==> src/rtl/preset_sequencer.sv <==
// preset_sequencer: async-assert / sync-release PRESET driver with REQ/ACK-triggered pulses.
// Optional accepted-request counter (PRESET_CNT, CNT_CLR) when PRESET_SEQ_COUNT_EN is defined.
module preset_sequencer #(
    parameter int SYNC_STAGES  = 2,
    parameter int HOLD_CYCLES  = 16,
    parameter int PULSE_CYCLES = 4,
    parameter int CNT_W        = 16
) (
    input  logic       CLK,
    input  logic       RESETN,
    input  logic       REQ,
`ifdef PRESET_SEQ_COUNT_EN
    input  logic       CNT_CLR,
    output logic [7:0] PRESET_CNT,
`endif
    output logic       ACK,
    output logic       PRESET,
    output logic       READY
);

    if (SYNC_STAGES < 2 || SYNC_STAGES > 4 || HOLD_CYCLES < 1 || PULSE_CYCLES < 1 ||
        HOLD_CYCLES >= (1 << CNT_W) || PULSE_CYCLES >= (1 << CNT_W)) begin : g_bad_param
        $error("preset_sequencer: parameter out of range");
    end

    typedef enum logic [2:0] {SYNC, HOLD, IDLE, PULSE, ACKW} state_t;

    state_t                 state, state_n;
    logic [SYNC_STAGES-1:0] sync;
    logic [CNT_W-1:0]       cnt, cnt_n;
    logic                   armed, preset_n, ack_n, ready_n;
    logic                   cnt_zero, sync_done, accept;

    assign cnt_zero  = cnt == '0;
    assign sync_done = sync[SYNC_STAGES-2];
    assign accept    = state == IDLE && armed && REQ;

    // State, counter, synchronizer, armed flag and registered outputs; reset forces PRESET high at once
    always_ff @(posedge CLK or negedge RESETN) begin
        if (!RESETN) begin
            state  <= SYNC;
            sync   <= '0;
            cnt    <= '0;
            armed  <= 1'b0;
            PRESET <= 1'b1;
            ACK    <= 1'b0;
            READY  <= 1'b0;
        end else begin
            state  <= state_n;
            sync   <= {sync[SYNC_STAGES-2:0], 1'b1};
            cnt    <= cnt_n;
            armed  <= armed | ~REQ;
            PRESET <= preset_n;
            ACK    <= ack_n;
            READY  <= ready_n;
        end
    end

    // Next state: REQ only matters in IDLE (once armed) and ACKW
    always_comb begin
        state_n = state;
        case (state)
            SYNC:    state_n = sync_done ? HOLD : SYNC;
            HOLD:    state_n = cnt_zero ? IDLE : HOLD;
            IDLE:    state_n = accept ? PULSE : IDLE;
            PULSE:   state_n = cnt_zero ? ACKW : PULSE;
            ACKW:    state_n = REQ ? ACKW : IDLE;
            default: state_n = SYNC;
        endcase
    end

    // Next output and counter values; the counter only counts down in HOLD and PULSE and stops at zero
    always_comb begin
        cnt_n    = cnt;
        preset_n = PRESET;
        ack_n    = ACK;
        ready_n  = READY;
        case (state)
            SYNC: if (sync_done) cnt_n = CNT_W'(HOLD_CYCLES - 1);
            HOLD: begin
                if (cnt_zero) begin
                    preset_n = 1'b0;
                    ready_n  = 1'b1;
                end else cnt_n = cnt - CNT_W'(1);
            end
            IDLE: begin
                if (accept) begin
                    preset_n = 1'b1;
                    ready_n  = 1'b0;
                    cnt_n    = CNT_W'(PULSE_CYCLES - 1);
                end
            end
            PULSE: begin
                if (cnt_zero) begin
                    preset_n = 1'b0;
                    ack_n    = 1'b1;
                end else cnt_n = cnt - CNT_W'(1);
            end
            ACKW: begin
                if (!REQ) begin
                    ack_n   = 1'b0;
                    ready_n = 1'b1;
                end
            end
            default: ;
        endcase
    end

`ifdef PRESET_SEQ_COUNT_EN
    // Saturating count of accepted requests; a clear wins over a same-cycle increment
    always_ff @(posedge CLK or negedge RESETN) begin
        if (!RESETN) PRESET_CNT <= '0;
        else if (CNT_CLR) PRESET_CNT <= '0;
        else if (accept && PRESET_CNT != 8'hFF) PRESET_CNT <= PRESET_CNT + 8'd1;
    end
`endif

endmodule

==> config.mk <==
export PLATFORM = sky130hd
export DESIGN_NAME = preset_sequencer
export DESIGN_NICKNAME = d
export VERILOG_FILES = /design/src/rtl/preset_sequencer.sv
export SDC_FILE = /design/constraint.sdc
export NUM_CORES = 1
export LEC_CHECK = 0
export CORE_MARGIN = 4
export CORE_UTILIZATION = 30
export DETAILED_ROUTE_END_ITERATION = 8
export HOLD_SLACK_MARGIN = 0.1
export PLACE_DENSITY_LB_ADDON = 0.1
export SYNTH_ARGS = -nofsm -noshare
export SYNTH_HDL_FRONTEND = slang
export SYNTH_SLANG_ARGS = --single-unit
==> constraint.sdc <==
create_clock -name CLK -period 2.17 [get_ports CLK]
set_clock_uncertainty 0.2 [all_clocks]
set_input_delay 0.434 -clock CLK [delete_from_list [all_inputs] [get_ports CLK]]
set_output_delay 0.434 -clock CLK [all_outputs]
set_load 0.05 [all_outputs]
==> summary.md <==
| Metric | Value |
|---|---|
| Run status | finished, final reports clean |
| Die H | 74.5 um |
| Initial Util | 32.0% |
| Simple-gate share of the synthesized area | 27.0% |
| Family with the most delay on the worst path | compound AO/OA/AOI/OAI gates |
| Clk sink count | 24 |
| Internal power | 1.09 mW |
| Post-Syn Nets | 144 |
| Root buffer cell | clkbuf_8 |
| Number of inserted diodes | 0 |
| Final setup vio count | 0 |
| Post-synthesis mux area share | 3.77% |
| Syn. warnings | 0 |
| Total gr overflow | 0 |
| ANT nets after route | 0 |
| Routed wire length | 3140 um |
| Post-Syn Area per Cell | 9.54 sq um |
| Hold crit path type | reg2reg |
| Sequential area share after synthesis | 45.4% |
| Drt wl/cell | 14.9 um |
| Worst EP required | 2120 ps |
| Pin count of the biggest net entering global routing | 25 |
| GRT Overall Usage | 12.9% |
| Fin worst setup slack | 140 ps |
| RSZ-0062 raised after global routing | false |
| Most common cell after layout, fill and taps aside | dfrtp_1 |
| Chip width | 74.5 um |
| MaxCap Viol Count | 0 |
| Number of port buffers | 5 |
| Synth Area in Adders | 1.89% |
| DP HPWL | 2240 um |
| Place WS | 110 ps |
| Post-Route Hold Slack | 312 ps |
| Sequential share of power | 46.2% |
| Compound-gate portion of the synthesized area | 17.7% |
| Largest family of logic cells by synthesized area | simple AND/OR/NAND/NOR gates |
| Buf/Inv on CP | 1 |
| Yosys reg bits | 24 |
| Total power | 1.72 mW |
| Xor/xnor share of the synthesized area | 0.660% |
| Arrival time at the worst endpoint | 1990 ps |
| First-pass GRT wire length | 5480 um |
| Tcrit/Tclk final | 93.6% |
| Pins Over Slew Limit | 0 |
| Iteration-0 DRC count of the detailed router | 98 |
| FMAX | 0.493 GHz |
| Final Hold Viols | 0 |
| Pwr Density | 1070 mW/mm^2 |
| Die outline area | 0.00555 sq mm |
| Number of H-tree levels | 1 |
| Startpoint Class | flop |
| Cell Area, Synth | 0.00133 sq mm |
| Critical-path cell list | inv_1 > ha_1 > nor4b_2 > and4_2 > a211o_1 > o32a_1 |
| GPL Wtd Cong | 0.782 |
| CP Capture Type | flop |
| Post-synth EDFFs | 0 |
| Vias in the first global route | 1071 |
| Bufs on Longest Clock Path | 2 |
| R2R Setup Slk | 140 ps |
| Worst-Skew Late Latency | 270 ps |
| Fin nets | 167 |
| TritonCTS clock tree | built |
| Worst Path Max Fanout | 10 |
| Post-route setup TNS | 0 ps |
| Static Leakage | 0.655 nW |
| Most used flip-flop cell after synthesis | dfrtp_1 |
| Asr flop ratio synth | 100% |
| Standard-cell row count | 23 |
| Most frequent cells in the layout | dfrtp_1, buf_4, nand2_1 |
| Via density | 5.36 |
| Vias | 1131 |
| Maximum VDD drop | 0.451 mV |
| Sw power | 0.633 mW |
| # DRC | 0 |
| 1st-pass router iterations | 4 |
| Cells after Synth | 139 |
| Core ar. | 0.00414 sq mm |
| Post-route minimum period | 2030 ps |
| Cts bufs inserted | 3 |
| Critical path type | reg2reg |
| Clock Pin Slew Worst Setup and Hold Paths | 90 ps |
| Slowest CP cell | dfrtp_1 |
| Max incr delay on CP | 420 ps |
| Placed cell count | 206 |
| Gate power share | 35.7% |
| Synth cell types | 39 |
| Initial antenna violation count | 0 |
| Layout area overhead | 21.6% |
| Ports | 6 |
| Share of cells above drive strength 1 | 22.4% |
| Switching share of power | 36.9% |
| Cell Count, Final, Fillers Out | 211 |
| Clock power share | 18.1% |
[sequential cells by signal (all words and copies together) (netlist names)]
signal  flops
READY       1
PRESET      1
state       3
ACK         1
armed       1
cnt        16
sync        1
[synthesized netlist by cell type (all sizes together), types with 2 or more instances]
master | count | area (sq um)
and3 | 3 | 18.8
nor3b | 2 | 15.0
nand2 | 12 | 45.0
nand4 | 4 | 25.0
o21ai | 11 | 55.1
a31oi | 4 | 25.0
inv | 4 | 15.0
clkbuf | 3 | 11.3
nor2b | 5 | 31.3
nand2b | 3 | 18.8
o31ai | 2 | 15.0
o32a | 2 | 20.0
mux2i | 5 | 50.1
a21oi | 8 | 40.0
nor2 | 7 | 26.3
o211ai | 3 | 22.5
o311ai | 2 | 25.0
and4 | 2 | 20.0
nor3 | 6 | 30.0
or3 | 4 | 25.0
dfrtp | 23 | 576
ha | 2 | 25.0
nor4 | 4 | 55.1
nand3 | 5 | 25.0
buf | 3 | 17.5
[final cells by class]
| type | count | area (sq um) |
|---|---|---|
| timing repair buffer | 24 | 185 |
| sequential | 24 | 602 |
| fill | 433 | 2530 |
| inverter | 4 | 15.0 |
| clock buffer | 4 | 55.1 |
| multi-input combinational | 105 | 693 |
| tap | 50 | 62.6 |
[per-stage QoR]
| step | utilization (%) | cell area (sq um) |
|---|---|---|
| finish | 38.9 | 1610 |
| global route | 38.9 | 1610 |
| CTS | 38.4 | 1590 |
| detailed placement | 37.1 | 1540 |
| global placement | 37.1 | 1540 |
| floorplan | - | 1330 |
[cell families (layout without fill, tap and decap cells)]
kind of cell,Yosys count,in the layout
other,1,1
flip-flops,24,24
AO/OA/AOI/OAI,36,36
AND/OR/NAND/NOR,60,60
multiplexers,5,5
XOR/XNOR,1,1
adder cells (fa/ha/maj),2,2
buffers and inverters,10,32
[per-layer routing]
layer,global-route usage [%],up-vias,part of all wire (%)
met5,0,-,0
met4,2.77,0,1.1
met3,2.97,4,3.3
met2,19.1,16,45
met1,19.1,551,50
li1,-,560,-
[path summary, 6_finish.rpt]
check,from,to,cells past startpoint
max reg2reg,cnt[1],cnt[2],6
min,PRESET,PRESET,2
min reg2reg,PRESET,PRESET,2
max in group asynchronous,RESETN,PRESET,2
min in group asynchronous,RESETN,state[1],2
max,cnt[1],cnt[2],6
[power by group through the flow]
stage | Clock, mW | Combinational (mW) | Sequential (mW)
after CTS | 0.325 | 0.607 | 0.787
final | 0.311 | 0.614 | 0.795
after global placement | 0 | 0.590 | 0.792
after detailed placement | 0 | 0.603 | 0.796
after floorplan | 0 | 0.401 | 0.755
after global routing | 0.342 | 0.706 | 0.824
[repair_timing]
action,4_1_cts,5_1_grt
endpoints found under the setup margin,0,10
setup buffers,0,1
hold buffers,0,0
gates resized for setup,0,2
[tightest hold or removal path: cells and delay by family (launching register included)]
family / cells / cell delay [ps]
AO/OA/AOI/OAI: 2 / 130
flip-flops: 1 / 380
Note: power is estimated with default switching activity, not from simulation.
